`config.mk`:
```
export PLATFORM = sky130hd
export DESIGN_NAME = dpram_fifo_ctrl_flat
export DESIGN_NICKNAME = d
export VERILOG_FILES = /design/src/rtl/dpram_fifo_ctrl_pkg.sv /design/src/rtl/dpram_fifo_ctrl_if.sv /design/src/rtl/dpram_fifo_skid.sv /design/src/rtl/dpram_fifo_ctrl.sv /design/src/flat_wrapper.sv
export SDC_FILE = /design/constraint.sdc
export NUM_CORES = 1
export LEC_CHECK = 0
export CAP_MARGIN = 5
export CORE_MARGIN = 2
export CORE_UTILIZATION = 45
export CTS_BUF_LIST = sky130_fd_sc_hd__clkbuf_4 sky130_fd_sc_hd__clkbuf_8
export CTS_CLUSTER_SIZE = 10
export DETAILED_ROUTE_END_ITERATION = 7
export PLACE_DENSITY_LB_ADDON = 0.08
export SLEW_MARGIN = 5
export SYNTH_ARGS = -nofsm -noshare
export SYNTH_HDL_FRONTEND = slang
export SYNTH_SLANG_ARGS = --single-unit
export TNS_END_PERCENT = 1
```
`constraint.sdc`:
```
create_clock -name clk -period 5.1 [get_ports clk]
set_input_delay 1.02 -clock clk [delete_from_list [all_inputs] [get_ports clk]]
set_output_delay 1.02 -clock clk [all_outputs]
set_load 0.02 [all_outputs]
```
`src/rtl/dpram_fifo_ctrl_pkg.sv`:
```
// Shared constants for the dpram streaming FIFO controller: default geometry
// and the depth of the output skid buffer.
package dpram_fifo_ctrl_pkg;

  localparam int DEF_AWIDTH       = 11;
  localparam int DEF_NUM_WORDS    = 2048;
  localparam int DEF_DWIDTH       = 40;
  localparam int DEF_AFULL_THRESH = 2040;
  localparam int SKID_DEPTH       = 2;

endpackage

```
`src/rtl/dpram_fifo_ctrl_if.sv`:
```
// Producer/consumer valid-ready streams of the dpram FIFO controller.
// The controller takes the slave view; the surrounding logic takes the master view.
interface dpram_fifo_ctrl_if
  import dpram_fifo_ctrl_pkg::*;
#(
  parameter int DWIDTH = DEF_DWIDTH
);

  logic              in_valid;
  logic [DWIDTH-1:0] in_data;
  logic              in_ready;
  logic              out_valid;
  logic [DWIDTH-1:0] out_data;
  logic              out_ready;

  modport master (
    output in_valid, in_data, out_ready,
    input  in_ready, out_valid, out_data
  );

  modport slave (
    input  in_valid, in_data, out_ready,
    output in_ready, out_valid, out_data
  );

endinterface

```
`src/rtl/dpram_fifo_skid.sv`:
```
// Two-entry output buffer that absorbs the one-cycle RAM read latency.
// Entry 0 is always the head; a capture with a pop in the same cycle shifts.
module dpram_fifo_skid
  import dpram_fifo_ctrl_pkg::*;
#(
  parameter int DWIDTH = DEF_DWIDTH
) (
  input  logic              clk,
  input  logic              resetn,
  input  logic              wr_en,
  input  logic [DWIDTH-1:0] wr_data,
  input  logic              rd_en,
  output logic [DWIDTH-1:0] head,
  output logic [1:0]        cnt
);

  logic [DWIDTH-1:0] ent0_q, ent0_d;
  logic [DWIDTH-1:0] ent1_q, ent1_d;
  logic [1:0]        cnt_q, cnt_d;

  always_comb begin
    ent0_d = ent0_q;
    ent1_d = ent1_q;
    cnt_d  = cnt_q;
    case ({wr_en, rd_en})
      2'b10: begin
        if (cnt_q == 2'd0) begin
          ent0_d = wr_data;
        end else begin
          ent1_d = wr_data;
        end
        cnt_d = cnt_q + 2'd1;
      end
      2'b01: begin
        ent0_d = ent1_q;
        cnt_d  = cnt_q - 2'd1;
      end
      2'b11: begin
        if (cnt_q == 2'd1) begin
          ent0_d = wr_data;
        end else begin
          ent0_d = ent1_q;
          ent1_d = wr_data;
        end
      end
      default: begin
        cnt_d = cnt_q;
      end
    endcase
  end

  always_ff @(posedge clk) begin
    if (!resetn) begin
      ent0_q <= '0;
      ent1_q <= '0;
      cnt_q  <= 2'd0;
    end else begin
      ent0_q <= ent0_d;
      ent1_q <= ent1_d;
      cnt_q  <= cnt_d;
    end
  end

  assign head = ent0_q;
  assign cnt  = cnt_q;

endmodule

```
`src/rtl/dpram_fifo_ctrl.sv`:
```
// Streaming FIFO controller wrapping a 2048x40 dual-port RAM (write on port A, read on port B).
// Optional sticky overflow detection is built when DPRAM_FIFO_ERR_EN is defined.
module dpram_fifo_ctrl
  import dpram_fifo_ctrl_pkg::*;
#(
  parameter int AWIDTH       = DEF_AWIDTH,
  parameter int NUM_WORDS    = DEF_NUM_WORDS,
  parameter int DWIDTH       = DEF_DWIDTH,
  parameter int AFULL_THRESH = DEF_AFULL_THRESH
) (
  input  logic              clk,
  input  logic              resetn,
  dpram_fifo_ctrl_if.slave  bus_if,
  output logic [AWIDTH:0]   count,
  output logic              almost_full,
  output logic              empty,
  output logic [AWIDTH-1:0] ram_address_a,
  output logic              ram_wren_a,
  output logic [DWIDTH-1:0] ram_data_a,
  output logic [AWIDTH-1:0] ram_address_b,
  output logic              ram_wren_b,
  input  logic [DWIDTH-1:0] ram_out_b,
  output logic              err_overflow
);

  localparam logic [AWIDTH:0] FULL_CNT  = (AWIDTH+1)'(NUM_WORDS);
  localparam logic [AWIDTH:0] AFULL_CNT = (AWIDTH+1)'(AFULL_THRESH);

  logic [AWIDTH-1:0] wr_ptr_q, wr_ptr_d;
  logic [AWIDTH-1:0] rd_ptr_q, rd_ptr_d;
  logic [AWIDTH:0]   ram_cnt_q, ram_cnt_d;
  logic              rd_inflight_q, rd_inflight_d;

  logic              in_ready;
  logic              out_valid;
  logic              push;
  logic              pop;
  logic              rd_issue;
  logic [2:0]        skid_room;
  logic [1:0]        skid_cnt;
  logic [DWIDTH-1:0] skid_head;

  // Issue a read only if the word will still fit in the skid after this cycle's pop.
  always_comb begin
    in_ready      = (ram_cnt_q != FULL_CNT);
    out_valid     = (skid_cnt != 2'd0);
    push          = bus_if.in_valid & in_ready;
    pop           = out_valid & bus_if.out_ready;
    skid_room     = {1'b0, skid_cnt} + {2'b00, rd_inflight_q} - {2'b00, pop};
    rd_issue      = (ram_cnt_q != '0) & (skid_room < 3'(SKID_DEPTH));
    wr_ptr_d      = push ? (wr_ptr_q + AWIDTH'(1)) : wr_ptr_q;
    rd_ptr_d      = rd_issue ? (rd_ptr_q + AWIDTH'(1)) : rd_ptr_q;
    rd_inflight_d = rd_issue;
    case ({push, rd_issue})
      2'b10:   ram_cnt_d = ram_cnt_q + (AWIDTH+1)'(1);
      2'b01:   ram_cnt_d = ram_cnt_q - (AWIDTH+1)'(1);
      default: ram_cnt_d = ram_cnt_q;
    endcase
  end

  always_ff @(posedge clk) begin
    if (!resetn) begin
      wr_ptr_q      <= '0;
      rd_ptr_q      <= '0;
      ram_cnt_q     <= '0;
      rd_inflight_q <= 1'b0;
    end else begin
      wr_ptr_q      <= wr_ptr_d;
      rd_ptr_q      <= rd_ptr_d;
      ram_cnt_q     <= ram_cnt_d;
      rd_inflight_q <= rd_inflight_d;
    end
  end

  dpram_fifo_skid #(
    .DWIDTH (DWIDTH)
  ) u_skid (
    .clk     (clk),
    .resetn  (resetn),
    .wr_en   (rd_inflight_q),
    .wr_data (ram_out_b),
    .rd_en   (pop),
    .head    (skid_head),
    .cnt     (skid_cnt)
  );

  assign bus_if.in_ready  = in_ready;
  assign bus_if.out_valid = out_valid;
  assign bus_if.out_data  = skid_head;

  assign count       = ram_cnt_q + (AWIDTH+1)'(rd_inflight_q) + (AWIDTH+1)'(skid_cnt);
  assign almost_full = (count >= AFULL_CNT);
  assign empty       = (count == '0);

  assign ram_address_a = wr_ptr_q;
  assign ram_wren_a    = push;
  assign ram_data_a    = bus_if.in_data;
  assign ram_address_b = rd_ptr_q;
  assign ram_wren_b    = 1'b0;

`ifdef DPRAM_FIFO_ERR_EN
  logic err_q, err_d;

  always_comb begin
    err_d = err_q | (bus_if.in_valid & ~in_ready & almost_full);
  end

  always_ff @(posedge clk) begin
    if (!resetn) begin
      err_q <= 1'b0;
    end else begin
      err_q <= err_d;
    end
  end

  assign err_overflow = err_q;
`else
  assign err_overflow = 1'b0;
`endif

endmodule

```
`src/flat_wrapper.sv`:
```
// flat-port wrapper written by rule: the top's interface ports become plain ports
module dpram_fifo_ctrl_flat import dpram_fifo_ctrl_pkg::*;
#(
  parameter int AWIDTH       = DEF_AWIDTH,
  parameter int NUM_WORDS    = DEF_NUM_WORDS,
  parameter int DWIDTH       = DEF_DWIDTH,
  parameter int AFULL_THRESH = DEF_AFULL_THRESH
)
  (clk, resetn, count, almost_full, empty, ram_address_a, ram_wren_a, ram_data_a, ram_address_b, ram_wren_b, ram_out_b, err_overflow, bus_if_in_valid, bus_if_in_data, bus_if_out_ready, bus_if_in_ready, bus_if_out_valid, bus_if_out_data);
  dpram_fifo_ctrl_if #(.DWIDTH(DWIDTH)) bus_if_i ();
  input  logic clk;
  input  logic resetn;
  output logic [AWIDTH:0] count;
  output logic almost_full;
  output logic empty;
  output logic [AWIDTH-1:0] ram_address_a;
  output logic ram_wren_a;
  output logic [DWIDTH-1:0] ram_data_a;
  output logic [AWIDTH-1:0] ram_address_b;
  output logic ram_wren_b;
  input  logic [DWIDTH-1:0] ram_out_b;
  output logic err_overflow;
  input wire logic [$bits(bus_if_i.in_valid)-1:0] bus_if_in_valid;
  input wire logic [$bits(bus_if_i.in_data)-1:0] bus_if_in_data;
  input wire logic [$bits(bus_if_i.out_ready)-1:0] bus_if_out_ready;
  output wire logic [$bits(bus_if_i.in_ready)-1:0] bus_if_in_ready;
  output wire logic [$bits(bus_if_i.out_valid)-1:0] bus_if_out_valid;
  output wire logic [$bits(bus_if_i.out_data)-1:0] bus_if_out_data;
  assign bus_if_i.in_valid = bus_if_in_valid;
  assign bus_if_i.in_data = bus_if_in_data;
  assign bus_if_i.out_ready = bus_if_out_ready;
  assign bus_if_in_ready = bus_if_i.in_ready;
  assign bus_if_out_valid = bus_if_i.out_valid;
  assign bus_if_out_data = bus_if_i.out_data;
  dpram_fifo_ctrl #(.AWIDTH(AWIDTH), .NUM_WORDS(NUM_WORDS), .DWIDTH(DWIDTH), .AFULL_THRESH(AFULL_THRESH)) u_core (.clk(clk), .resetn(resetn), .bus_if(bus_if_i), .count(count), .almost_full(almost_full), .empty(empty), .ram_address_a(ram_address_a), .ram_wren_a(ram_wren_a), .ram_data_a(ram_data_a), .ram_address_b(ram_address_b), .ram_wren_b(ram_wren_b), .ram_out_b(ram_out_b), .err_overflow(err_overflow));
endmodule
```
Yosys cells after proc, flatten, opt, wreduce, memory -nomap -nowiden
Index checks and enable logic that the tools add are counted.
{"block": "word_totals", "in_bits": 84, "elab_cells": 50, "ff_bits": 117}
{"block": "classes", "n_addsub": 10, "magnitude_cmp": 2, "n_reduce_logical": 10, "bitwise_logic": 3, "eq_ne": 10, "mux": 8}
{"cell": "40-bit two-way mux", "n": 4}
{"cell": "40-bit one-hot mux with 3 select lines", "n": 1}
{"cell": "40-bit one-hot mux with 2 select lines", "n": 1}
{"cell": "12-bit one-hot mux with 2 select lines", "n": 1}
{"cell": "11-bit by 1-bit adder with 11-bit output (second input constant)", "n": 2}
{"cell": "12-bit by 1-bit adder with 12-bit output", "n": 1}
{"cell": "12-bit by 1-bit adder with 12-bit output (second input constant)", "n": 1}
{"cell": "12-bit by 2-bit adder with 12-bit output", "n": 1}
{"cell": "12-bit by 11-bit greater-or-equal comparator with 1-bit output (second input constant)", "n": 1}
{"cell": "12-bit logical NOT", "n": 1}
{"cell": "12-bit inequality test (second input constant)", "n": 1}
{"cell": "12-bit nonzero test", "n": 1}
{"cell": "12-bit by 1-bit subtractor with 12-bit output (second input constant)", "n": 1}
{"cell": "2-bit nonzero test", "n": 4}
{"cell": "2-bit by 1-bit == test with 1-bit output (second input constant)", "n": 3}
{"cell": "2-bit == test (second input constant)", "n": 3}
{"cell": "2-bit inequality test (second input constant)", "n": 3}
{"cell": "2-bit one-hot mux with 2 select lines", "n": 1}
{"cell": "2-bit by 1-bit adder with 3-bit output", "n": 1}
{"cell": "1-bit bitwise AND", "n": 3}
{"cell": "3-bit by 2-bit < comparator with 1-bit output (second input constant)", "n": 1}
{"cell": "3-bit AND reduction", "n": 1}
{"cell": "3-bit nonzero test", "n": 1}
{"cell": "3-bit by 1-bit subtractor with 3-bit output", "n": 1}
{"cell": "4 further kinds", "n": 4}

Logic depth before layout (Yosys ltp)
{"block": "depth", "word_depth": 7, "mapped_depth": 17}

Cells and area by module
Synthesis repeated with hierarchy kept, for this count alone.
{"block": "hier_totals", "hier_cells": 724, "hier_area_um2": 6344.8}
{"module": "dpram_fifo_skid", "seq_area_each_um2": 1641.6, "area_per_inst_um2": 3455.8, "cells_each": 385, "n_inst": 1}
{"module": "dpram_fifo_ctrl", "seq_area_each_um2": 700.7, "area_per_inst_um2": 2889.0, "cells_each": 339, "n_inst": 1}

Worst setup path before layout
Ideal clock, no wire load.
{"block": "synth_timing", "kind": "input port to flip-flop", "start": "in bus_if_out_ready", "end": "reg u_core.ram_cnt_q[6]", "t_arrival_ps": 4331, "setup_slack_ps": 699, "stages": 15, "setup_ps": 70, "required_time_ps": 5030, "n_path_buf": 0, "path_cell_list": "nor2b_1 > ha_1 > nand2b_1 > fa_1 > xnor2_1 > nand2_1 > nor2_2 > ha_1 > inv_1 > fa_1 > nor2b_1 > o2111ai_1 > nand3b_1 > or3b_1 > a21boi_1"}
{"block": "synth_via", "elab_chain_cells": 6, "word_cells_on_any_way": 8, "classes_between": "1 x add/sub; 1 x order compare; 2 x eq/ne; 1 x mux; 2 x bitwise; 1 x reduce/logical"}
{"item": "start: declaration", "line": "flat_wrapper.sv:25", "text": "input wire logic [$bits(bus_if_i.out_ready)-1:0] bus_if_out_ready;"}
{"item": "1-bit bitwise AND (*)", "line": "dpram_fifo_ctrl.sv:48", "text": "pop = out_valid & bus_if.out_ready;"}
{"item": "3-bit by 1-bit subtractor with 3-bit output (*)", "line": "dpram_fifo_ctrl.sv:49", "text": "skid_room = {1'b0, skid_cnt} + {2'b00, rd_inflight_q} - {2'b00, pop};"}
{"item": "3-bit by 2-bit < comparator with 1-bit output (*)", "line": "dpram_fifo_ctrl.sv:50", "text": "rd_issue = (ram_cnt_q != '0) & (skid_room < 3'(SKID_DEPTH));"}
{"item": "1-bit bitwise AND (*)", "line": "dpram_fifo_ctrl.sv:50"}
{"item": "via u_core.rd_inflight_d", "line": "dpram_fifo_ctrl.sv:32", "text": "logic rd_inflight_q, rd_inflight_d;"}
{"item": "2-bit by 1-bit == test with 1-bit output or 2-bit == test (tied branches)", "line": "dpram_fifo_ctrl.sv:54", "text": "case ({push, rd_issue})"}
{"item": "12-bit one-hot mux with 2 select lines or 2-bit nonzero test (tied branches)"}
{"item": "end signal: assignment", "line": "dpram_fifo_ctrl.sv:70", "text": "ram_cnt_q <= ram_cnt_d;"}
{"item": "end: declaration", "line": "dpram_fifo_ctrl.sv:31", "text": "logic [AWIDTH:0] ram_cnt_q, ram_cnt_d;"}
Mark *: on every way through the listed nets, which the timed path passes. The rest lies on a longest branch.
A chain may end at the register's enable or synchronous reset.

Worst setup path after layout
Ends and elaborated chain as after synthesis.

==> impl_metrics.toml <==
[run_status]
run_status = "completed"

[sta]
setup_slack_ps = 470.2
slew_viol_final = 0
worst_pin_slew_ps = 1157
slew_headroom_pct = 22.68
timing.final.crit_share_pct = 90.78
skew_ps = 9.491
setup_viol = 0
fin_crit_ps = 4630
fin_setup_tns_ps = 0
fmax_mhz = 216.0
holdWs_ps = 469.2
finalHoldViolations = 0
grt_setup_unrepaired = "no"

[flow_run]
cap_violations = 0

[floorplan]
fp.dieW_um = 121.9
core-area_um2 = 13720
fp-row-count = 43
die_y_um = 121.9
die_area_um2 = 14860
ios = 205
start_util_pct = 45.60

[cts]
post_cts_buffers = 0
clk_pin_slew_ps = 70
cts_max_level = 4
cts_resized = 0
cts_tree = "done"
ctsLongestPathBuffers = 2
cts_buffers = 17
cts_hold_buffers = 0
cts.sinks = 117
worstSkewPairLatency_ps = 440
cts_root_buf = "clkbuf_8"

[synthesis]
avgSynthCellArea_um2 = 9.146
synth_area_leader_cell = "dfxtp_1"
synth_cell_type_count = 56
yosysWarnings = 0
synthFlopType = "dfxtp_1"
async_flop_share_pct = 0
netlist_instances = 684
yosysTopAreaCellShare_pct = 37.44
synth-edff-count = 0
synth_seq_area_share_pct = 37.44
yosys_register_bits = 117
synth_area_leaders = "dfxtp_1 (37%), nand2_1 (6.7%), a221o_1 (6.6%)"
syn_area_um2 = 6256

[drt]
ant_nets = 0
wl_per_cell_um = 16.05
routed_wl_um = 15010
drt-initial-drc-count = 345
vias_per_cell = 5.552
first_pass_iters = 4
vias = 5191
drcViolationCount = 0

[global_route]
overflow = 0
grt_usage_pct = 20.78
first_global_vias = 5038
grt_max_degree = 125
grt_pass1_wl_um = 24750
antenna_found_initial = 0

[placement]
io_buffers = 122
gp_congestion = 0.8340
pre_cts_slack_ps = 60.76
dp.cells = 903
dp_hpwl_um = 9545

[worst_setup_path]
end_kind = "register"
r2r_start = "u_core.u_skid.cnt[1]"
rr_worst_depth = 17
setup.worst_path.class = "in2reg"
rrSetupSlack_ps = 620
slowest_delay_ps = 470
rr_endpoint = "u_core.ram_cnt_q[6]"
cp-start-kind = "input pin"
cp_max_fo = 9
crit_path_top_delay_cell = "clkdlybuf4s50_1"
critPathRequiredTime_ps = 5470
crit_arrival_ps = 5000
cp-startpoint = "bus_if_out_ready"
path_cells = "clkdlybuf4s50_1, nor2b_1, ha_1, nand2b_1, fa_1, xnor2_1, nand2_1, nor2_2, ha_1, inv_1, fa_1, nor2b_1, o2111ai_1, nand3b_1, or3b_1, a21boi_1"

[pwr]
clkPwrFrac_pct = 19.8
powerDensity_nw_per_um2 = 633.6
swShare_pct = 41.66
p_int_mw = 2.860
vdd_drop_max_v = 0.0003388
p_switching_mw = 2.043
p_leak_nw = 3.318
power.total_mw = 4.903
seqPwrFrac_pct = 27.7
combPwrFrac_pct = 52.4

[final_layout]
final_cell_mix = "clkdlybuf4s50_1 (121), dfxtp_1 (117), nand2_1 (111), a21boi_0 (43), a221o_1 (41)"
layout_commonest_cell = "clkdlybuf4s50_1"
nets = 849
finalNonFillerCells = 935
layout-drive-gt1-share_pct = 7.550
antenna_cells = 0
syn_to_final_growth_pct = 23.70

[hold_path]
min_to = "u_core.u_skid.ent1_q[5]"
hold_path_depth = 2
hold_class = "reg2reg"
hp-start = "u_core.u_skid.ent1_q[5]"
-- stage by stage --
stage                     utilization [%]  instance area (µm²)
after floorplan                         -                 6260
after global placement              53.09                 7283
after detailed placement            53.09                 7283
after CTS                           56.41                 7739
after global routing                56.41                 7739
final                               56.41                 7739
-- worst max-delay path: cells and delay by family --
family	cells	cell delay [ps]
buf+inv	2	640
fa+ha+maj	4	1510
xor+xnor	1	180
simple gates	7	1310
compound gates	2	350
-- cell usage after synthesis, types with 2 or more instances --
cell and n:
buf_2 6, nand3_1 16, o21ai_1 2, xor2_1 15, ha_1 19, a21boi_0 43
mux2i_1 5, nor4_2 2, xnor2_1 24, inv_1 15, fa_1 4, o211a_1 40
nor3_1 5, nand2b_1 4, nor4b_2 3, and3_1 8, nand2_1 111, a211oi_1 2
a221o_1 41, nor2b_1 4, a31oi_1 2, o2111ai_1 3, a21oi_1 13, o21ai_0 16
o31ai_1 2, o21a_1 3, nor2_1 5, dfxtp_1 117, and2_1 28, clkbuf_1 41
a21o_1 4, buf_4 42, o211ai_1 4, o311ai_0 2, and4_1 4, nand4_1 9
-- registers in the layout, indices dropped and copies added, names as in the netlist --
register	cells
u_core.ram_cnt_q	12
u_core.u_skid.cnt	2
u_core.ram_address_a	11
u_core.ram_address_b	11
u_core.u_skid.head	40
u_core.u_skid.ent1_q	40
u_core.rd_inflight_q	1
-- worst max path at each step --
stage                                 endpoint  cells after the start
after detailed placement   u_core.ram_cnt_q[6]                     16
final                      u_core.ram_cnt_q[6]                     16
after global routing      u_core.ram_cnt_q[11]                     15
after floorplan            u_core.ram_cnt_q[6]                     15
after CTS                  u_core.ram_cnt_q[6]                     16
after global placement     u_core.ram_cnt_q[6]                     16
-- area by class of cell --
type | count | area (µm²)
Multi-Input combinational cell | 463 | 3396
Inverter | 15 | 56.30
Sequential cell | 117 | 2342
Fill cell | 1253 | 5981
Clock buffer | 24 | 311.5
Clock inverter | 8 | 143.9
Timing Repair Buffer | 128 | 1264
Tap cell | 180 | 225.2
-- cells by family after synthesis --
group	Yosys count	share of synthesized area (%)
and+or+nand+nor	212	17.96
AOI/OAI and AO/OA	182	24.14
DFF	117	37.44
buffers and inverters	105	9.060
xor gates and xnor gates	39	5.460
adders and majority gates	23	5.080
muxes	5	0.8000
other	1	0.05994
-- metal layers --
layer,up-vias,global-route usage [%],wire [µm]
li1,2533,-,-
met1,2491,25.62,6856
met2,149,34.50,6991
met3,18,6.882,986
met4,0,6.250,170
met5,-,0,0
-- power by group through the flow --
stage	Sequential, mW	Combinational (mW)	Clock (mW)
2_1_floorplan	1.43	1.73	0
3_3_place_gp	1.37	2.55	0
3_5_place_dp	1.38	2.57	0
4_1_cts	1.36	2.60	0.999
5_1_grt	1.39	2.86	1.04
6_report	1.36	2.57	0.973
No activity file was read; power rests on OpenSTA's default activity.
